**src/rtl/ram_row_writer_pkg.sv**
```systemverilog
// Shared constants, state encoding and field helper for the feature RAM
// row writer and its read-side consumers.
package ram_row_writer_pkg;

    localparam int FIELD_WIDTH = 16;
    localparam int FIELDS      = 5;
    localparam int DATA_WIDTH  = FIELDS * FIELD_WIDTH;
    localparam int ADDR_WIDTH  = 12;

    typedef enum logic [1:0] {
        S_IDLE,
        S_FILL,
        S_WRITE,
        S_DONE
    } state_t;

    // MSB bit index of field k; field 0 sits at the top of the row
    function automatic int field_msb(input int dw, input int fw, input int k);
        return dw - 1 - fw * k;
    endfunction

endpackage

```
**src/rtl/ram_row_writer_if.sv**
```systemverilog
// Input value stream plus RAM write port of the feature row writer.
interface ram_row_writer_if #(
    parameter int ADDR_WIDTH  = ram_row_writer_pkg::ADDR_WIDTH,
    parameter int FIELD_WIDTH = ram_row_writer_pkg::FIELD_WIDTH,
    parameter int DATA_WIDTH  = ram_row_writer_pkg::DATA_WIDTH
);

    logic                   in_valid;
    logic                   in_ready;
    logic [FIELD_WIDTH-1:0] in_data;
    logic                   in_last;
    logic                   wr_en;
    logic [ADDR_WIDTH-1:0]  wr_addr;
    logic [DATA_WIDTH-1:0]  wr_data;

    modport slave (
        input  in_valid, in_data, in_last,
        output in_ready, wr_en, wr_addr, wr_data
    );

    modport master (
        output in_valid, in_data, in_last,
        input  in_ready, wr_en, wr_addr, wr_data
    );

endinterface

```
**src/rtl/ram_row_writer_row_packer.sv**
```systemverilog
// Field counter and packing register: places each value MSB-field-first
// and flags the transfer that completes a row.
module ram_row_writer_row_packer #(
    parameter int FIELD_WIDTH = ram_row_writer_pkg::FIELD_WIDTH,
    parameter int FIELDS      = ram_row_writer_pkg::FIELDS,
    parameter int DATA_WIDTH  = ram_row_writer_pkg::DATA_WIDTH
) (
    input  logic                   clk,
    input  logic                   rst_n,
    input  logic                   clear,
    input  logic                   push,
    input  logic [FIELD_WIDTH-1:0] din,
    input  logic                   last,
    output logic [DATA_WIDTH-1:0]  row,
    output logic                   fill_done,
    output logic                   last_seen
);
    import ram_row_writer_pkg::*;

    localparam int CW = $clog2(FIELDS + 1);

    logic [CW-1:0]         cnt_q;
    logic [DATA_WIDTH-1:0] row_q;
    logic                  last_q;

    always_ff @(posedge clk or negedge rst_n) begin
        if (!rst_n) begin
            cnt_q  <= '0;
            row_q  <= '0;
            last_q <= 1'b0;
        end else if (clear) begin
            cnt_q  <= '0;
            row_q  <= '0;
            last_q <= 1'b0;
        end else if (push) begin
            row_q[field_msb(DATA_WIDTH, FIELD_WIDTH, int'(cnt_q)) -: FIELD_WIDTH] <= din;
            cnt_q  <= cnt_q + 1'b1;
            last_q <= last_q | last;
        end
    end

    assign fill_done = push && ((cnt_q == CW'(FIELDS - 1)) || last);
    assign row       = row_q;
    assign last_seen = last_q;

endmodule

```
**src/rtl/ram_row_writer.sv**
```systemverilog
// Loads FIELDS-wide rows from a value stream into the feature RAM,
// one write per row at incrementing addresses, up to DEPTH rows.
module ram_row_writer #(
    parameter int ADDR_WIDTH  = ram_row_writer_pkg::ADDR_WIDTH,
    parameter int FIELD_WIDTH = ram_row_writer_pkg::FIELD_WIDTH,
    parameter int DATA_WIDTH  = ram_row_writer_pkg::DATA_WIDTH,
    parameter int FIELDS      = ram_row_writer_pkg::FIELDS,
    parameter int DEPTH       = 4
) (
    input  logic                  clk,
    input  logic                  rst_n,
    input  logic                  start,
    ram_row_writer_if.slave       bus,
    output logic [ADDR_WIDTH:0]   rows_written,
    output logic                  busy,
    output logic                  done
);
    import ram_row_writer_pkg::*;

    state_t                state_q, state_d;
    logic [ADDR_WIDTH-1:0] row_q;
    logic [ADDR_WIDTH:0]   rw_q;
    logic [ADDR_WIDTH-1:0] addr_hold_q;
    logic [DATA_WIDTH-1:0] data_hold_q;

    logic                  pk_clear;
    logic                  push;
    logic                  fill_done;
    logic                  last_seen;
    logic                  at_end;
    logic [DATA_WIDTH-1:0] pk_row;

    assign push   = bus.in_valid && (state_q == S_FILL);
    assign at_end = (row_q == ADDR_WIDTH'(DEPTH - 1));

    ram_row_writer_row_packer #(
        .FIELD_WIDTH (FIELD_WIDTH),
        .FIELDS      (FIELDS),
        .DATA_WIDTH  (DATA_WIDTH)
    ) u_packer (
        .clk       (clk),
        .rst_n     (rst_n),
        .clear     (pk_clear),
        .push      (push),
        .din       (bus.in_data),
        .last      (bus.in_last),
        .row       (pk_row),
        .fill_done (fill_done),
        .last_seen (last_seen)
    );

    always_comb begin
        state_d  = state_q;
        pk_clear = 1'b0;
        unique case (state_q)
            S_IDLE: begin
                if (start) begin
                    state_d  = S_FILL;
                    pk_clear = 1'b1;
                end
            end
            S_FILL: begin
                if (fill_done) state_d = S_WRITE;
            end
            S_WRITE: begin
                if (last_seen || at_end) begin
                    state_d = S_DONE;
                end else begin
                    state_d  = S_FILL;
                    pk_clear = 1'b1;
                end
            end
            S_DONE: state_d = S_IDLE;
            default: state_d = S_IDLE;
        endcase
    end

    always_ff @(posedge clk or negedge rst_n) begin
        if (!rst_n) begin
            state_q     <= S_IDLE;
            row_q       <= '0;
            rw_q        <= '0;
            addr_hold_q <= '0;
            data_hold_q <= '0;
        end else begin
            state_q <= state_d;
            if (state_q == S_IDLE && start) begin
                row_q <= '0;
                rw_q  <= '0;
            end
            // Hold the bus at the last written row while wr_en is low
            if (state_q == S_WRITE) begin
                rw_q        <= rw_q + 1'b1;
                addr_hold_q <= row_q;
                data_hold_q <= pk_row;
                if (state_d == S_FILL) row_q <= row_q + 1'b1;
            end
        end
    end

    assign bus.in_ready  = (state_q == S_FILL);
    assign bus.wr_en     = (state_q == S_WRITE);
    assign bus.wr_addr   = bus.wr_en ? row_q : addr_hold_q;
    assign bus.wr_data   = bus.wr_en ? pk_row : data_hold_q;
    assign rows_written  = rw_q;
    assign busy          = (state_q != S_IDLE);
    assign done          = (state_q == S_DONE);

endmodule

```
**src/flat_wrapper.sv**
```systemverilog
// flat-port wrapper written by rule: the top's interface ports become plain ports
module ram_row_writer_flat import ram_row_writer_pkg::*;
#(
    parameter int ADDR_WIDTH  = ram_row_writer_pkg::ADDR_WIDTH,
    parameter int FIELD_WIDTH = ram_row_writer_pkg::FIELD_WIDTH,
    parameter int DATA_WIDTH  = ram_row_writer_pkg::DATA_WIDTH,
    parameter int FIELDS      = ram_row_writer_pkg::FIELDS,
    parameter int DEPTH       = 4
)
  (clk, rst_n, start, rows_written, busy, done, bus_in_valid, bus_in_data, bus_in_last, bus_in_ready, bus_wr_en, bus_wr_addr, bus_wr_data);
  ram_row_writer_if #(.ADDR_WIDTH(ADDR_WIDTH), .FIELD_WIDTH(FIELD_WIDTH), .DATA_WIDTH(DATA_WIDTH)) bus_i ();
  input  logic clk;
  input  logic rst_n;
  input  logic start;
  output logic [ADDR_WIDTH:0] rows_written;
  output logic busy;
  output logic done;
  input wire logic [$bits(bus_i.in_valid)-1:0] bus_in_valid;
  input wire logic [$bits(bus_i.in_data)-1:0] bus_in_data;
  input wire logic [$bits(bus_i.in_last)-1:0] bus_in_last;
  output wire logic [$bits(bus_i.in_ready)-1:0] bus_in_ready;
  output wire logic [$bits(bus_i.wr_en)-1:0] bus_wr_en;
  output wire logic [$bits(bus_i.wr_addr)-1:0] bus_wr_addr;
  output wire logic [$bits(bus_i.wr_data)-1:0] bus_wr_data;
  assign bus_i.in_valid = bus_in_valid;
  assign bus_i.in_data = bus_in_data;
  assign bus_i.in_last = bus_in_last;
  assign bus_in_ready = bus_i.in_ready;
  assign bus_wr_en = bus_i.wr_en;
  assign bus_wr_addr = bus_i.wr_addr;
  assign bus_wr_data = bus_i.wr_data;
  ram_row_writer #(.ADDR_WIDTH(ADDR_WIDTH), .FIELD_WIDTH(FIELD_WIDTH), .DATA_WIDTH(DATA_WIDTH), .FIELDS(FIELDS), .DEPTH(DEPTH)) u_core (.clk(clk), .rst_n(rst_n), .start(start), .bus(bus_i), .rows_written(rows_written), .busy(busy), .done(done));
endmodule
```
**config.mk**
```make
export PLATFORM = sky130hd
export DESIGN_NAME = ram_row_writer_flat
export DESIGN_NICKNAME = d
export VERILOG_FILES = /design/src/rtl/ram_row_writer_pkg.sv /design/src/rtl/ram_row_writer_if.sv /design/src/rtl/ram_row_writer_row_packer.sv /design/src/rtl/ram_row_writer.sv /design/src/flat_wrapper.sv
export SDC_FILE = /design/constraint.sdc
export NUM_CORES = 1
export LEC_CHECK = 0
export CAP_MARGIN = 20
export CORE_ASPECT_RATIO = 1.25
export CORE_MARGIN = 5
export CORE_UTILIZATION = 49
export CTS_CLUSTER_SIZE = 14
export DETAILED_ROUTE_END_ITERATION = 8
export PLACE_DENSITY = 0.77
export SYNTH_ARGS = -nofsm -noshare
export SYNTH_HDL_FRONTEND = slang
export SYNTH_SLANG_ARGS = --single-unit
```
**constraint.sdc**
```tcl
create_clock -name clk -period 1.9 [get_ports clk]
set_input_delay 0.57 -clock clk [delete_from_list [all_inputs] [get_ports clk]]
set_output_delay 0.57 -clock clk [all_outputs]
set_load 0.01 [all_outputs]
```
After elaboration in Yosys (flattened, before gate mapping)
Index checks and enable logic that the tools add are counted.
{"block": "totals", "register_bits": 203, "in_bits": 21, "out_inout_bits": 109, "word_cells": 52}
{"block": "classes", "addsub": 5, "eq_ne": 6, "shift": 2, "mux": 21, "n_bitwise": 1, "reduce_logical": 9}
{"operator": "80-bit two-way mux", "n": 3}
{"operator": "16-bit by 33-bit variable shift with 95-bit output (first input constant)", "n": 1}
{"operator": "16-bit by 33-bit variable part select with 95-bit output", "n": 1}
{"operator": "80-bit bitwise mux", "n": 1}
{"operator": "12-bit two-way mux", "n": 4}
{"operator": "8-bit negator with 33-bit output", "n": 1}
{"operator": "13-bit two-way mux", "n": 2}
{"operator": "13-bit by 1-bit adder with 13-bit output (second input constant)", "n": 1}
{"operator": "12-bit by 1-bit adder with 12-bit output (second input constant)", "n": 1}
{"operator": "12-bit by 2-bit == test with 1-bit output (second input constant)", "n": 1}
{"operator": "2-bit one-hot mux with 4 select lines", "n": 1}
{"operator": "7-bit by 7-bit subtractor with 8-bit output (first input constant)", "n": 1}
{"operator": "2-bit two-way mux", "n": 3}
{"operator": "3-bit two-way mux", "n": 2}
{"operator": "2-bit nonzero test", "n": 3}
{"operator": "2-bit by 1-bit == test with 1-bit output (second input constant)", "n": 2}
{"operator": "2-bit == test (second input constant)", "n": 2}
{"operator": "1-bit two-way mux", "n": 4}
{"operator": "3-bit by 1-bit adder with 3-bit output (second input constant)", "n": 1}
{"operator": "3-bit == test (second input constant)", "n": 1}
{"operator": "1-bit logical AND", "n": 3}
{"operator": "2-bit zero test", "n": 1}
{"operator": "1-bit logical OR", "n": 2}
{"operator": "1-bit one-hot mux with 2 select lines", "n": 1}
{"operator": "1-bit bitwise OR", "n": 1}

Longest topological paths before layout
{"block": "depth", "ltp_word": 8, "mapped_depth": 10, "depth_no_buf": 7}

By module
From an unflattened synthesis, not the netlist that was laid out.
{"block": "hier_totals", "hier_cells": 916, "area_unflattened_um2": 8992.4}
{"module": "ram_row_writer", "instances": 1, "cells_per_inst": 550, "area_each_um2": 5029.8, "seq_area_each_um2": 2977.9}
{"module": "ram_row_writer_row_packer", "instances": 1, "cells_per_inst": 366, "area_each_um2": 3962.6, "seq_area_each_um2": 2102.0}

Worst setup path after synthesis
No wires, ideal clock.
{"block": "synth_timing", "path_kind": "reg-to-reg", "startpoint": "register u_core.u_packer.cnt_q[0]", "endpoint": "register u_core.u_packer.row_q[69], in the netlist u_core.u_packer.row[69]", "setup_ns": 0.121, "arrival_time_ns": 1.940, "required_ns": 1.779, "slack_ns": -0.161, "path_stages_with_launch": 11, "n_path_buf": 3, "period_less_slack_ns": 2.061, "path_cell_list": "dfrtp_1 > buf_2 > inv_1 > ha_1 > ha_1 > nor3_1 > and4_1 > buf_4 > buf_2 > a22oi_1 > nor2_1"}
{"block": "synth_via", "elab_chain_cells": 6, "word_cells_on_any_way": 7, "classes_between": "add/sub: 2; shift: 2; mux: 3"}
{"element": "from (decl)", "line_no": "ram_row_writer_row_packer.sv:22", "source": "logic [CW-1:0] cnt_q;"}
{"element": "from (signal assigned)", "line_no": "ram_row_writer_row_packer.sv:37", "source": "cnt_q <= cnt_q + 1'b1;"}
{"element": "7-bit by 7-bit subtractor with 8-bit output (*)", "line_no": "ram_row_writer_pkg.sv:19", "source": "return dw - 1 - fw * k;"}
{"element": "8-bit negator with 33-bit output (*)", "line_no": "ram_row_writer_row_packer.sv:36", "source": "row_q[field_msb(DATA_WIDTH, FIELD_WIDTH, int'(cnt_q)) -: FIELD_WIDTH] <= din;"}
{"element": "16-bit by 33-bit variable part select with 95-bit output / 16-bit by 33-bit variable shift with 95-bit output (equally long branches)", "line_no": "ram_row_writer_row_packer.sv:36"}
{"element": "80-bit bitwise mux (*)", "line_no": "ram_row_writer_row_packer.sv:36"}
{"element": "80-bit two-way mux (*)", "line_no": "ram_row_writer_row_packer.sv:35", "source": "end else if (push) begin"}
{"element": "80-bit two-way mux (*)", "line_no": "ram_row_writer_row_packer.sv:31", "source": "end else if (clear) begin"}
{"element": "to (signal, indexed assignment)", "line_no": "ram_row_writer_row_packer.sv:36"}
{"element": "to (decl)", "line_no": "ram_row_writer_row_packer.sv:23", "source": "logic [DATA_WIDTH-1:0] row_q;"}
Every way passes the cells marked *; elsewhere a longest branch is shown, timed or not. The select of a mux whose other input is x is not followed.
A chain may end at the register's enable or synchronous reset.

Worst setup path in the final report
{"block": "layout_timing", "startpoint": "register u_core.state_q[1]", "endpoint": "output bus_wr_data[49]"}
{"block": "layout_via", "elab_chain_cells": 2}
{"element": "from (decl)", "line_no": "ram_row_writer.sv:20", "source": "state_t state_q, state_d;"}
{"element": "from (signal assigned)", "line_no": "ram_row_writer.sv:86", "source": "state_q <= state_d;"}
{"element": "2-bit == test", "line_no": "ram_row_writer.sv:102", "source": "assign bus.wr_en = (state_q == S_WRITE);"}
{"element": "80-bit two-way mux"}
{"element": "to (decl)", "line_no": "flat_wrapper.sv:24", "source": "output wire logic [$bits(bus_i.wr_data)-1:0] bus_wr_data;"}
No other way between the ends.

==> tab_implementation.tex <==
\begin{tabular}{lr}
\hline
Metric & Value \\
\hline
\multicolumn{2}{l}{\textbf{Yosys}} \\
Flip-flop and latch count after synthesis & 203 \\
Most area-hungry cell type in the Yosys netlist & dfrtp\_1 \\
Post-Syn Instances & 834 \\
Count of flip-flops with a built-in enable after synthesis & 0 \\
Cell area after technology mapping & 8430 µm² \\
Cell with the most instances after synthesis & nand2\_1 \\
Synthesis Warnings & 0 \\
Top post-synthesis cells by area & dfrtp\_1, nand2\_1, mux2i\_1 \\
Count of unique library cells instantiated by Yosys & 47 \\
Share of the synthesized area in the top cell type & 0.603 \\
Post-synth top flop & dfrtp\_1 \\
Asr flop ratio synth & 1.00 \\
Mean instance size in the synthesized netlist & $\sim$10 µm² \\
Most common library cells after synthesis & nand2\_1, dfrtp\_1, nor2\_1 \\
Post-Synthesis Net Count & 861 \\
Sequential-to-total area share from yosys stat & 0.603 \\
\multicolumn{2}{l}{\textbf{Route}} \\
Via count & 8031 \\
Total routed wirelength & $\sim$33 mm \\
Count of routing violations after the opening detailed-route iteration & between 700 and 800 \\
Vias per Instance & 5.90 \\
Post-route DRC violation count & 0 \\
Remaining antenna violation count & 0 \\
Number of iterations in the first detailed-routing pass & 5 \\
Average routed wire per standard cell & between 20 and 25 µm \\
\multicolumn{2}{l}{\textbf{Finish}} \\
Layout Nets & 1154 \\
Fraction of final layout cells sized beyond drive strength 1 & 0.495 \\
Relative area change from synthesis to final layout & 67.3\% \\
Final non-filler cell area & 14100 µm² \\
Inserted Diodes & 0 \\
\multicolumn{2}{l}{\textbf{Timing}} \\
Final worst path period share & 1.24 \\
\# setup viols final & roughly 180 \\
RSZ-0062 raised after global routing & true \\
Final min period & 2.36 ns \\
Total count of max-transition violations in the final report & 0 \\
Slew at the pin closest to its max-slew limit & between 0.5 and 0.6 ns \\
Setup ws final & -0.456 ns \\
Max Clock Freq & roughly 420 MHz \\
Final worst hold slack & around 0.0019 ns \\
Total count of hold-check failures in the final report & 0 \\
Maximum clock skew at final layout & 0.0217 ns \\
Worst slew slack as a fraction of its limit & 0.603 \\
\multicolumn{2}{l}{\textbf{Clocking}} \\
Clock-pin slew on the worst setup and hold paths & 0.08 ns \\
Total clock sinks & 203 \\
Num CTS Buffers & 20 \\
Clock root cell & clkbuf\_16 \\
Count of hold-fix buffers inserted at cts & 0 \\
Insertion delay to the later sink of the worst-skew pair & 0.51 ns \\
Maximum level of the CTS H-tree & 1 \\
Maximum clock insertion buffer count & 3 \\
CTS tree & done \\
\multicolumn{2}{l}{\textbf{Run status}} \\
Status & finished with violations \\
Violations in the final reports & setup timing \\
\multicolumn{2}{l}{\textbf{Worst setup path}} \\
Crit path max fanout & 7 \\
Most common cell on crit path & nand2\_4 \\
Buf+Inv Stages, Crit Path & 4 \\
Category of the critical setup timing path & reg2out \\
Endpoint type of the worst setup path & primary output \\
Standard cell with the maximum stage delay on the critical path & dfrtp\_1 \\
Data arrival at the endpoint of the critical path & 1.79 ns \\
Kind of cell adding the most delay to the critical path & buffers and inverters \\
Biggest cell delay along the critical path & 0.41 ns \\
Required time worst endpoint & 1.33 ns \\
Kind of start point of the critical path & flip-flop \\
Cell-by-cell trace of the critical path & nand2b\_4 > clkinv\_8 > buf\_12 > buf\_16 > nand2\_4 > nand2\_4 > buf\_6 \\
\multicolumn{2}{l}{\textbf{Die}} \\
Die outline area & 19900 µm² \\
Die extent in y & 157 µm \\
Overall die width & approximately 130 µm \\
Initial core utilization & 0.500 \\
Core outline area & 16800 µm² \\
Rows & 53 \\
I/O pin cnt & 130 \\
\multicolumn{2}{l}{\textbf{Global routing}} \\
Initial antenna violation count & 0 \\
First-pass GRT wire length & 44.4 mm \\
Number of global-route vias before repair & between 7000 and 8000 \\
Maximum number of pins on one net before global-route repair & between 40 and 50 \\
GRT overflow & 0 \\
Overall global routing resource usage & 0.285 \\
\multicolumn{2}{l}{\textbf{Place}} \\
Instance area after placement & between 10000 and 15000 µm² \\
GPL Wtd Cong & between 0.8 and 0.9 \\
Total of buffers placed on input and output ports & 129 \\
Hpwl dp & 14.4 mm \\
\multicolumn{2}{l}{\textbf{Power and ir drop}} \\
Leakage power & 0.00760 µW \\
Pwr Density & 1350 nW/µm² \\
Worst VDD drop & about 1100 µV \\
\multicolumn{2}{l}{\textbf{Hold path}} \\
Class of the worst hold path & in2async \\
\multicolumn{2}{l}{\textbf{Flow run}} \\
Count of max-cap constraint violations & 0 \\
\hline
\end{tabular}
==> worst paths after layout <==
kind                                            start                      end  slack [ns]  depth (start not counted)
worst max-delay path                u_core.state_q[1]          bus_wr_data[49]       -0.46                          7
max in group asynchronous                       rst_n   u_core.rows_written[8]        1.30                          2
worst min-delay path                            rst_n  u_core.u_packer.row[38]       0.002                          1
min in group clk                u_core.data_hold_q[4]    u_core.data_hold_q[4]        0.47                          2
worst min register to register  u_core.data_hold_q[4]    u_core.data_hold_q[4]        0.47                          2
worst max register to register      u_core.state_q[1]   u_core.data_hold_q[47]       -0.41                         16
==> cell families after synthesis <==
| kind of cell | count (synthesis) | share of synthesized area |
|---|---|---|
| compound gates | 81 | 0.0696 |
| fa+ha+maj | 6 | 0.00891 |
| simple gates | 429 | 0.213 |
| xor+xnor | 2 | 0.00208 |
| buf+inv | 59 | 0.0386 |
| mux | 54 | 0.0646 |
| flops | 203 | 0.603 |
==> report_power, final <==
group	leakage [µW]	switching [µW]	internal, µW
clock	0.000359	1760	2600
combinational	0.00443	4140	4340
sequential	0.00280	889	5290
total	0.00760	6780	12200
==> what timing repair did <==
action,4_1_cts,5_1_grt
gates resized for setup,646,278
pin swaps,64,99
hold endpoints to repair,0,0
buffers inserted,112,39
setup endpoints to repair,168,198
gates cloned,12,4
==> final cells by class <==
type                    count  area, µm²
flip-flops and latches    203       5080
inverters                  12       60.1
clock buffers              31        643
repair buffers            318       3550
multi-input cells         572       4410
well taps                 220        275
clock inverters             5       75.1
fillers                   745       2740
==> metal layers <==
metal  part of all wire  global-route usage  wire length (µm)
met4              0.076               0.142              2540
met2               0.52               0.501             17300
met1               0.34               0.341             11300
met5                  0                   0                 0
met3              0.070              0.0437              2360
==> cell usage in the layout, fill, tap and decap left out, types with 4 or more instances in the layout <==
master	instances
a22oi_1	16
a22oi_2	16
a31oi_1	15
buf_12	29
buf_16	10
buf_2	12
buf_4	113
buf_6	113
clkbuf_16	25
clkbuf_8	9
clkdlybuf4s50_1	19
dfrtp_1	200
dlygate4sd2_1	13
ha_1	4
inv_1	10
mux2i_1	43
mux2i_2	7
nand2_1	99
nand2_2	64
nand2_4	120
nand3_1	12
nand4_1	4
nand4_4	4
nor2_1	90
nor3_1	5
nor4_1	4
o21ai_0	6
o21ai_4	5
or3_1	5
==> worst reg2reg max path, cell delays in order (launching register included) <==
cell,delay (ns)
dfrtp_1,0.41
nand2b_4,0.16
clkinv_8,0.11
buf_12,0.16
buf_16,0.16
nand2_4,0.08
nand2_4,0.05
buf_4,0.13
buf_6,0.10
buf_6,0.11
buf_6,0.11
buf_6,0.11
buf_6,0.10
buf_6,0.10
buf_6,0.11
buf_6,0.11
buf_6,0.10
==> per-stage QoR <==
stage           util  setup TNS, ns  std cells  total power (µW)  worst slack, ns
2_1_floorplan      -          -2.13        834              8260          -0.0596
3_3_place_gp   0.615         -32.30       1184             10500           -0.250
3_5_place_dp   0.615         -35.04       1184             10700           -0.283
4_1_cts        0.754         -37.08       1343             16900           -0.411
5_1_grt        0.837         -59.38       1361             19700           -0.507
6_report       0.837         -49.02       1361             19000           -0.456
==> sequential cells by signal, summed over array words and instances, names as in the netlist <==
name / cells
u_core.state_q: 2
u_core.u_packer.row: 80
u_core.u_packer.last_seen: 1
u_core.u_packer.cnt_q: 3
u_core.data_hold_q: 80
u_core.addr_hold_q: 12
u_core.rows_written: 13
u_core.row_q: 12
No activity file was read; power rests on OpenSTA's default activity.
